## src/rtl/cin_multi_parallel_sync.sv

```systemverilog
// rtl/cin_multi_parallel_sync.sv - multi-lane CIN word aligner, lock qualifier and command extractor
// Optional per-lane saturating error counters under `CIN_SYNC_ERRCNT_EN.
module cin_multi_parallel_sync #(
  parameter int NCH        = 1,
  parameter int NBITS      = 4,
  parameter int WORD_BITS  = 32,
  parameter logic [WORD_BITS-1:0] TRAIN_SEQUENCE = WORD_BITS'(32'hA55A6996),
  parameter int LOCK_COUNT = 4,
  parameter int ERR_BITS   = 16
) (
  input  logic                     sysclk_i,
  input  logic                     rst_i,
  input  logic [NCH*NBITS-1:0]     cin_i,
  input  logic                     lock_i,
  input  logic                     capture_i,
  input  logic                     err_clr_i,
  output logic [NCH-1:0]           locked_o,
  output logic [NCH*WORD_BITS-1:0] cin_parallel_o,
  output logic [NCH-1:0]           cin_parallel_valid_o,
  output logic [NCH-1:0]           cin_biterr_o,
  output logic [NCH*WORD_BITS-1:0] capture_data_o,
  output logic [NCH*ERR_BITS-1:0]  err_count_o
);

  localparam int NPHASE = WORD_BITS / NBITS;
  localparam int PW     = (NPHASE > 1) ? $clog2(NPHASE) : 1;
  localparam int MW     = $clog2(LOCK_COUNT + 1);

  typedef enum logic [1:0] {ST_IDLE, ST_HUNT, ST_CHECK, ST_LOCKED} state_t;

  state_t               state_q [NCH];
  state_t               state_d [NCH];
  logic [WORD_BITS-1:0] sr_q    [NCH];
  logic [WORD_BITS-1:0] sr_d    [NCH];
  logic [WORD_BITS-1:0] par_q   [NCH];
  logic [WORD_BITS-1:0] par_d   [NCH];
  logic [WORD_BITS-1:0] cap_q   [NCH];
  logic [WORD_BITS-1:0] cap_d   [NCH];
  logic [PW-1:0]        off_q   [NCH];
  logic [PW-1:0]        off_d   [NCH];
  logic [MW-1:0]        mcnt_q  [NCH];
  logic [MW-1:0]        mcnt_d  [NCH];
  logic [NCH-1:0]       valid_q, valid_d;
  logic [NCH-1:0]       biterr_q, biterr_d;
  logic [NCH-1:0]       boundary, match;
  logic [PW-1:0]        pcnt_q, pcnt_d;
  logic                 lock_q, lock_d;
  logic                 armed_q, armed_d;
  logic                 lock_rise;

  // armed_q masks the first cycle after reset so a lock_i held high gives no edge
  assign lock_rise = lock_i & ~lock_q & armed_q;
  assign lock_d    = lock_i;
  assign armed_d   = 1'b1;
  assign pcnt_d    = (pcnt_q == PW'(NPHASE - 1)) ? '0 : pcnt_q + 1'b1;

  always_comb begin
    boundary = '0;
    match    = '0;
    for (int c = 0; c < NCH; c++) begin
      sr_d[c]     = {sr_q[c][WORD_BITS-NBITS-1:0], cin_i[c*NBITS +: NBITS]};
      boundary[c] = (pcnt_q == off_q[c]);
      match[c]    = (sr_q[c] == TRAIN_SEQUENCE);
    end
  end

  always_comb begin
    valid_d  = '0;
    biterr_d = '0;
    for (int c = 0; c < NCH; c++) begin
      state_d[c] = state_q[c];
      off_d[c]   = off_q[c];
      mcnt_d[c]  = mcnt_q[c];
      par_d[c]   = par_q[c];
      cap_d[c]   = capture_i ? sr_q[c] : cap_q[c];
      if (lock_rise) begin
        state_d[c] = ST_HUNT;
        mcnt_d[c]  = '0;
      end else begin
        case (state_q[c])
          ST_IDLE: begin
            if (boundary[c] && !match[c]) biterr_d[c] = 1'b1;
          end
          ST_HUNT: begin
            if (match[c]) begin
              off_d[c]   = pcnt_q;
              mcnt_d[c]  = MW'(1);
              state_d[c] = (LOCK_COUNT == 1) ? ST_LOCKED : ST_CHECK;
            end
          end
          ST_CHECK: begin
            if (boundary[c]) begin
              if (match[c]) begin
                mcnt_d[c] = mcnt_q[c] + 1'b1;
                if (mcnt_q[c] == MW'(LOCK_COUNT - 1)) state_d[c] = ST_LOCKED;
              end else begin
                mcnt_d[c]  = '0;
                state_d[c] = ST_HUNT;
              end
            end
          end
          ST_LOCKED: begin
            if (boundary[c]) begin
              par_d[c]    = sr_q[c];
              valid_d[c]  = 1'b1;
              biterr_d[c] = !match[c];
            end
          end
          default: state_d[c] = ST_IDLE;
        endcase
      end
    end
  end

  always_ff @(posedge sysclk_i or posedge rst_i) begin
    if (rst_i) begin
      pcnt_q   <= '0;
      lock_q   <= 1'b0;
      armed_q  <= 1'b0;
      valid_q  <= '0;
      biterr_q <= '0;
      for (int c = 0; c < NCH; c++) begin
        state_q[c] <= ST_IDLE;
        sr_q[c]    <= '0;
        par_q[c]   <= '0;
        cap_q[c]   <= '0;
        off_q[c]   <= '0;
        mcnt_q[c]  <= '0;
      end
    end else begin
      pcnt_q   <= pcnt_d;
      lock_q   <= lock_d;
      armed_q  <= armed_d;
      valid_q  <= valid_d;
      biterr_q <= biterr_d;
      for (int c = 0; c < NCH; c++) begin
        state_q[c] <= state_d[c];
        sr_q[c]    <= sr_d[c];
        par_q[c]   <= par_d[c];
        cap_q[c]   <= cap_d[c];
        off_q[c]   <= off_d[c];
        mcnt_q[c]  <= mcnt_d[c];
      end
    end
  end

  always_comb begin
    cin_parallel_o = '0;
    capture_data_o = '0;
    locked_o       = '0;
    for (int c = 0; c < NCH; c++) begin
      cin_parallel_o[c*WORD_BITS +: WORD_BITS] = par_q[c];
      capture_data_o[c*WORD_BITS +: WORD_BITS] = cap_q[c];
      locked_o[c] = (state_q[c] == ST_LOCKED);
    end
  end

  assign cin_parallel_valid_o = valid_q;
  assign cin_biterr_o         = biterr_q;

`ifdef CIN_SYNC_ERRCNT_EN
  logic [ERR_BITS-1:0] errcnt_q [NCH];
  logic [ERR_BITS-1:0] errcnt_d [NCH];

  // clear beats a coincident increment; counts saturate at all-ones
  always_comb begin
    for (int c = 0; c < NCH; c++) begin
      errcnt_d[c] = errcnt_q[c];
      if (err_clr_i)
        errcnt_d[c] = '0;
      else if (biterr_d[c] && (errcnt_q[c] != {ERR_BITS{1'b1}}))
        errcnt_d[c] = errcnt_q[c] + 1'b1;
    end
  end

  always_ff @(posedge sysclk_i or posedge rst_i) begin
    if (rst_i) begin
      for (int c = 0; c < NCH; c++) errcnt_q[c] <= '0;
    end else begin
      for (int c = 0; c < NCH; c++) errcnt_q[c] <= errcnt_d[c];
    end
  end

  always_comb begin
    err_count_o = '0;
    for (int c = 0; c < NCH; c++) err_count_o[c*ERR_BITS +: ERR_BITS] = errcnt_q[c];
  end
`else
  logic unused_err_clr;
  assign unused_err_clr = err_clr_i;
  assign err_count_o    = '0;
`endif

endmodule

```

## config.mk

```make
export PLATFORM = sky130hd
export DESIGN_NAME = cin_multi_parallel_sync
export DESIGN_NICKNAME = d
export VERILOG_FILES = /design/src/rtl/cin_multi_parallel_sync.sv
export SDC_FILE = /design/constraint.sdc
export NUM_CORES = 1
export LEC_CHECK = 0
export ABC_AREA = 1
export CORE_ASPECT_RATIO = 0.75
export CORE_MARGIN = 2
export CORE_UTILIZATION = 30
export DETAILED_ROUTE_END_ITERATION = 8
export PLACE_DENSITY = 0.58
export SYNTH_ARGS = -nofsm -noshare
export SYNTH_HDL_FRONTEND = slang
export SYNTH_SLANG_ARGS = --single-unit
```

## constraint.sdc

```tcl
create_clock -name sysclk_i -period 3.59 [get_ports sysclk_i]
set_clock_uncertainty 0.2 [all_clocks]
set_input_delay 0.718 -clock sysclk_i [delete_from_list [all_inputs] [get_ports sysclk_i]]
set_output_delay 0.718 -clock sysclk_i [all_outputs]
set_load 0.03 [all_outputs]
```

## Word-level counts from Yosys, hierarchy flattened

Index checks and enable logic that the tools add are counted.

- Register bits: 111
- Bits of input ports: 9
- Word-level logic and storage cells: 54

- Add/sub/neg operators: 2
- Equal/unequal tests: 10
- Mux-type cells: 19
- Bitwise operators: 4
- Reduce and logical (&&, ||, !) cells: 8

Operators with widths:

| cell | number |
|---|---|
| 32-bit == test (second input constant) | 1 |
| 3-bit 2-to-1 mux | 5 |
| 2-bit 2-to-1 mux | 5 |
| 3-bit AND reduction | 3 |
| 3-bit by 1-bit adder with 3-bit output (second input constant) | 2 |
| 1-bit 2-to-1 mux | 6 |
| 3-bit inequality test (second input constant) | 2 |
| 3-bit one-hot mux with 2 select lines | 1 |
| 2-bit == test (second input constant) | 2 |
| 4-bit inequality test (second input constant) | 1 |
| 2-bit one-hot mux with 2 select lines | 1 |
| 4-bit AND reduction | 1 |
| 3-bit by 2-bit == test with 1-bit output (second input constant) | 1 |
| 3-bit == test | 1 |
| 3-bit == test (second input constant) | 1 |
| 3-bit nonzero test | 1 |
| 1-bit bitwise AND | 2 |
| 2-bit by 1-bit == test with 1-bit output (second input constant) | 1 |
| 2-bit logical NOT | 1 |
| 1-bit inverter | 2 |
| 1-bit one-hot mux with 2 select lines | 1 |
| 1-bit logical AND | 1 |
| 1-bit logical NOT | 1 |

## Logic depth before layout (Yosys ltp)

Gate-level depths: netlist (run 1).

- Depth in word-level cells: 6
- Gate-level depth with buffers: 11

## Worst setup path before layout (run 1)

OpenSTA, ideal clock, no wires.

- Path kind: input to register
- Start point: input port lock_i
- End point: register state_q[0] (netlist name)
- Setup time: 0.117 ns
- Arrival time: 1.464 ns
- Required time: 3.273 ns
- Setup slack: 1.809 ns
- Stages on the path: 9
- Path buffers: 0
- Path through: nand2_1 > nor2_2 > nor2_1 > nand2_2 > nand2_2 > a21oi_4 > nand2_2 > nand2_1 > nand2_1

- Longest elaborated chain between the ends: 4
- Elaborated cells on any way between the ends: 8

Ends and longest elaborated chain:

| element | line | source |
|---|---|---|
| start: declaration | 14 | `input logic lock_i,` |
| 1-bit bitwise AND (*) (2 in a row) | 52 | `assign lock_rise = lock_i & ~lock_q & armed_q;` |
| 4-bit inequality test (no line) (tied with other cells) | n/a |  |
| 4-bit AND reduction (no line) | n/a |  |
| end signal: indexed assignment | 137 | `state_q[c] <= state_d[c];` |
| end: declaration | 31 | `state_t state_q [NCH];` |

Every way passes the cells marked *; elsewhere a longest branch is shown, timed or not.
A chain may end at the register's enable or synchronous reset.

## Worst setup path after layout (run 1)

- Start point: register state_q[1] (netlist name)
- End point: output port locked_o

- Longest elaborated chain between the ends: 1

Ends and longest elaborated chain:

| element | line | source |
|---|---|---|
| 2-bit == test | 154 | `locked_o[c] = (state_q[c] == ST_LOCKED);` |
| end: declaration | 17 | `output logic [NCH-1:0] locked_o,` |

No other way between the ends.

==> metrics.yaml, run 1 <==
p_leak_uw: 0.002573
drt_iter0_drc: 161
die_area_sq_um: 15700
arrival_ns: 1.68
hold_viol: 0
gp_congestion: 0.7703
die_w_um: 144.0
fin_nets: 537
relSlewSlack_pct: 50.26
start_util_pct: 30.61
hp-class: "reg -> reg"
dp_cells: 709
port_buffers: 74
power_uw: 3783
instances_no_fill: 725
cts.clk_slew.worst_paths_ns: 0.07
dp_hpwl_mm: 6.874
cts_buffers: 9
ant_nets: 0
drive_gt1_share_pct: 12.76
crit_fanout: 4
root_buffer: "clkbuf_16"
cts.sinks: 111
area.growth.synth_to_final_pct: 27.69
coreArea_sq_um: 14410
powerDensity_nw_per_um2: 671.8
syn_inst: 444
num_vias: 3036
boundaryPins: 92
routedWlPerCell_um: 13.05
r2r_slack_ns: 1.78
grt-ovfl-total: 0
fin_ws_ns: 0.9906
tns_ns: 0
post_cts_resized: 0
status: "complete, no violations"
synthFlopType: "dfrtp_1"
antenna_found_initial: 0
ctsHoldBuffers: 0
ir_worst_vdd_v: 0.0003108
ys_seq_elements: 111
critical_path_class: "reg -> out"
synth.top_cell.area_share_pct: 62.98
clk_latency_ns: 0.34
ys_warn_count: 0
ys_async_sr_fraction_pct: 100.0
critical_path.startpoint_type: "flip-flop"
yosys.area.top_type: "dfrtp_1"
dpl_worst_slack_ns: 0.9355
synth_seq_area_share_pct: 62.98
grt_pass1_wl_mm: 15.58
clock_path_buffers: 2
grt_max_degree: 58
row_count: 38
grt_usage_pct: 12.86
slew_violations: 0
synth_area_per_cell_sq_um: 9.934
synthTopCellsByCount: "dfrtp_1, nand2_1, nor2_1"
die_y_um: 109.0
synth.most_common_cell: "dfrtp_1"
postCtsSetupRepairBufs: 0
synth_edf_count: 0
routed_wl_mm: 9.461
required_ns: 2.67
syn_area_sq_um: 4410
htree_levels: 3
viasPerCell: 4.188
cts_tree: "built"
synth_cell_types: 25
end_kind: "primary output"
diodes: 0
finalSetupViolCount: 0
final.period_utilization_pct: 72.41
grt_pass1_vias: 3122
grt_setup_unrepaired: "no"
maxCapViolCount: 0
drt_pass1_iterations: 4
timing.fmax_mhz: 384.7
min_period_ns: 2.599
worst_pin_slew_ns: 0.7461
drc_errors: 0
synthTopCellsByArea: "dfrtp_1, nand2_1, nor2_1, o21ai_1, a21oi_1"
## report_power, final
| group | internal [uW] | switching [uW] | total (uW) |
|---|---|---|---|
| Clock | 571 | 448 | 1020 |
| Sequential | 1460 | 138 | 1600 |
| Combinational | 457 | 708 | 1160 |
| Total | 2490 | 1290 | 3780 |
## worst max-delay path, cell delays in order (launching register included)
cell and delay, ns:
dfrtp_1 0.40, ha_1 0.23, clkdlybuf4s50_1 0.70
## layer usage
| metal | part of all wire, % | track usage (%) | wire length, um |
|---|---|---|---|
| met2 | 44 | 20.00 | 4157 |
| met4 | 2.2 | 4.342 | 205 |
| met3 | 5.0 | 3.821 | 475 |
| met5 | 0 | 0 | 0 |
| met1 | 49 | 17.27 | 4622 |
## area by class of cell
type                    count  area, sq um
fillers                  1419         8775
flip-flops and latches    111         2778
multi-input cells         272         1333
repair buffers             79        785.8
well taps                 200        250.2
clock buffers              12        246.5
inverters                  47        180.2
clock inverters             4        58.81
## kinds of logic (layout without fill, tap and decap cells)
kind of cell               count (synthesis)  in the layout  synth area share (%)
and+or+nand+nor                          179            179                 18.01
muxes                                      3              3                0.7659
other                                      2             17                0.1703
DFF                                      111            111                 62.98
xor gates and xnor gates                   1              1                0.1986
buffers and inverters                     76            142                 8.085
adders and majority gates                  8              8                 2.270
AOI/OAI and AO/OA                         64             64                 7.518
## registers in the layout (all words and copies together) (netlist names)
signal and flops:
armed_q 1, capture_data_o 32, cin_biterr_o 1, cin_parallel_o 32, cin_parallel_valid_o 1, lock_q 1, mcnt_q 3, off_q 3
pcnt_q 3, sr_q 32, state_q 2
## final timing paths
kind / from / to / cells past startpoint
max: state_q[1] / locked_o / 2
min reg2reg: sr_q[0] / sr_q[4] / 0
min: sr_q[0] / sr_q[4] / 0
min in group asynchronous: rst_i / cin_parallel_o[13] / 2
max in group asynchronous: rst_i / lock_q / 3
max reg2reg: pcnt_q[0] / cin_parallel_o[25] / 7
## cell usage in the layout, fill, tap and decap left out, drive strengths merged
cell	instances
buf	6
xnor2	1
inv	49
nor4	1
o21ai	34
a21oi	30
clkinvlp	1
mux2	3
dfrtp	111
nor2	66
conb	17
nand4	5
clkdlybuf4s50	73
nand2	94
bufinv	1
clkbuf	12
and2	1
ha	8
nand3	12
## through the flow
| step | util, % | hold WS [ns] | instance area (sq um) |
|---|---|---|---|
| after floorplan | - | 0.1726 | 4471 |
| final | 39.09 | 0.1936 | 5632 |
| after global placement | 36.97 | 0.1825 | 5326 |
| after CTS | 39.09 | 0.1960 | 5632 |
| after global routing | 39.09 | 0.2106 | 5632 |
| after detailed placement | 36.97 | 0.1789 | 5326 |
No activity file was read; power rests on OpenSTA's default activity.
==> inputs of run 2 (changes only) <==
--- a/config.mk
+++ b/config.mk
@@ -10,7 +10,7 @@
 export CORE_MARGIN = 2
 export CORE_UTILIZATION = 30
 export DETAILED_ROUTE_END_ITERATION = 8
-export PLACE_DENSITY = 0.58
+export PLACE_DENSITY = 0.56
 export SYNTH_ARGS = -nofsm -noshare
 export SYNTH_HDL_FRONTEND = slang
 export SYNTH_SLANG_ARGS = --single-unit
==> constraint.sdc (replaced) <==
create_clock -name sysclk_i -period 2.42 [get_ports sysclk_i]
set_clock_uncertainty 0.2 [all_clocks]
set_input_delay 0.484 -clock sysclk_i [delete_from_list [all_inputs] [get_ports sysclk_i]]
set_output_delay 0.484 -clock sysclk_i [all_outputs]
set_load 0.03 [all_outputs]
==> metrics.yaml, run 2 (synthesized netlist as in run 1, its figures left out) <==
worstReg2RegStart: "state_q[1]"
area.growth.synth_to_final_pct: 27.83
worst_pin_slew_ns: 0.6109
hold_ws_ns: 0.1964
grt_max_degree: 112
crit_chain: "clkdlybuf4s50_1"
grt-ovfl-total: 0
mostFrequentLayoutCells: "dfrtp_1, nand2_1, clkdlybuf4s50_1"
max_stage_delay_ns: 0.68
drt_pass1_iterations: 4
cp-endpoint: "cin_parallel_o[13]"
crit_path_start: "cin_parallel_o[13]"
relSlewSlack_pct: 59.27
grt_usage_pct: 12.97
critical_path_class: "reg -> out"
boundaryPins: 92
p_leak_uw: 0.002592
routed_wl_mm: 9.294
cp_num_buf_inv: 1
status: "complete, no violations"
end_kind: "primary output"
ir_worst_vdd_v: 0.0004187
cts.clk_slew.worst_paths_ns: 0.07
diodes: 0
timing.rr.end: "off_q[2]"
timing.fmax_mhz: 481.3
min_period_ns: 2.078
cts.sinks: 111
hp-class: "reg -> reg"
cpMaxStageDelayCell: "clkdlybuf4s50_1"
hold_viol: 0
crit_family: "buffers and inverters"
die_y_um: 109.0
final_common_cell: "dfrtp_1"
cts_buffers: 9
drc_errors: 0
num_vias: 2993
routedWlPerCell_um: 12.80
fin_nets: 538
drive_gt1_share_pct: 12.74
dpl_worst_slack_ns: 0.1453
maxCapViolCount: 0
clk_latency_ns: 0.34
grt_pass1_vias: 3055
grt_pass1_wl_mm: 15.66
reg2reg_depth: 7
start_util_pct: 30.61
coreArea_sq_um: 14410
antenna_found_initial: 0
cp.depth: 1
power_uw: 5485
gp_congestion: 0.7141
die_area_sq_um: 15700
ant_nets: 0
viasPerCell: 4.123
clock_path_buffers: 2
dp_hpwl_mm: 6.760
die_w_um: 144.0
critical_path.startpoint_type: "flip-flop"
finalSetupViolCount: 0
tns_ns: 0
root_buffer: "clkbuf_16"
slew_violations: 0
cts_tree: "built"
crit_fanout: 2
arrival_ns: 1.39
row_count: 38
port_buffers: 74
drt_iter0_drc: 183
htree_levels: 3
r2r_slack_ns: 0.63
grt_setup_unrepaired: "no"
final.period_utilization_pct: 85.86
required_ns: 1.74
fin_ws_ns: 0.3421
powerDensity_nw_per_um2: 972.9
run 2: changes by cell type in the layout (fill, tap and decap cells not counted), sizes merged:
cell	change
clkdlybuf4s50	-1
clkbuf	+1
bufinv	-1
buf	+1
dlymetal6s2s	+1
clkinv	+2
inv	-2
run 2: power breakdown:
part / switching (uW) / internal, uW
Sequential: 199 / 2170
Combinational: 1060 / 678
Clock: 645 / 736
Total: 1900 / 3580
run 2: worst reg2reg max path, delay by kind of cell, from the launching register on:
family	cells	cell delay, ns
AND/OR/NAND/NOR	3	0.68
adder cells (fa/ha/maj)	1	0.14
AO/OA/AOI/OAI	1	0.07
flip-flops	1	0.41
buffers and inverters	2	0.15
run 2: final cells by class:
class,count,area (sq um)
clock buffer,13,250.2
clock inverter,3,26.28
fill,1423,8768
inverter,47,180.2
multi-input combinational,272,1333
sequential,111,2778
tap,200,250.2
timing repair buffer,80,820.8
run 2: timing repair:
action	CTS	global route
hold buffers	0	0
gates resized for setup	0	1
setup buffers	0	0
hold endpoints to repair	0	0
endpoints found under the setup margin	0	1
run 2: stage by stage:
stage	cell area, sq um	utilization [%]	instances
floorplan	4471	-	459
global placement	5359	37.20	710
detailed placement	5359	37.20	710
CTS	5635	39.12	726
global route	5638	39.14	726
finish	5638	39.14	726
run 2: worst min path at each step:
| stage | from | endpoint | slack (ns) | cells past startpoint |
|---|---|---|---|---|
| after floorplan | sr_q[9] | sr_q[13] | 0.17 | 0 |
| after global placement | sr_q[16] | sr_q[20] | 0.18 | 0 |
| after detailed placement | sr_q[9] | sr_q[13] | 0.18 | 0 |
| after CTS | sr_q[9] | sr_q[13] | 0.20 | 0 |
| after global routing | sr_q[0] | sr_q[4] | 0.21 | 0 |
| final | sr_q[0] | sr_q[4] | 0.20 | 0 |
run 2: per-layer routing:
metal,GRT usage (%),routed length [um],vias up
met5,0,0,-
met4,2.731,54,0
met3,4.260,470,5
met2,20.34,4277,63
met1,17.69,4492,1399
li1,-,-,1526
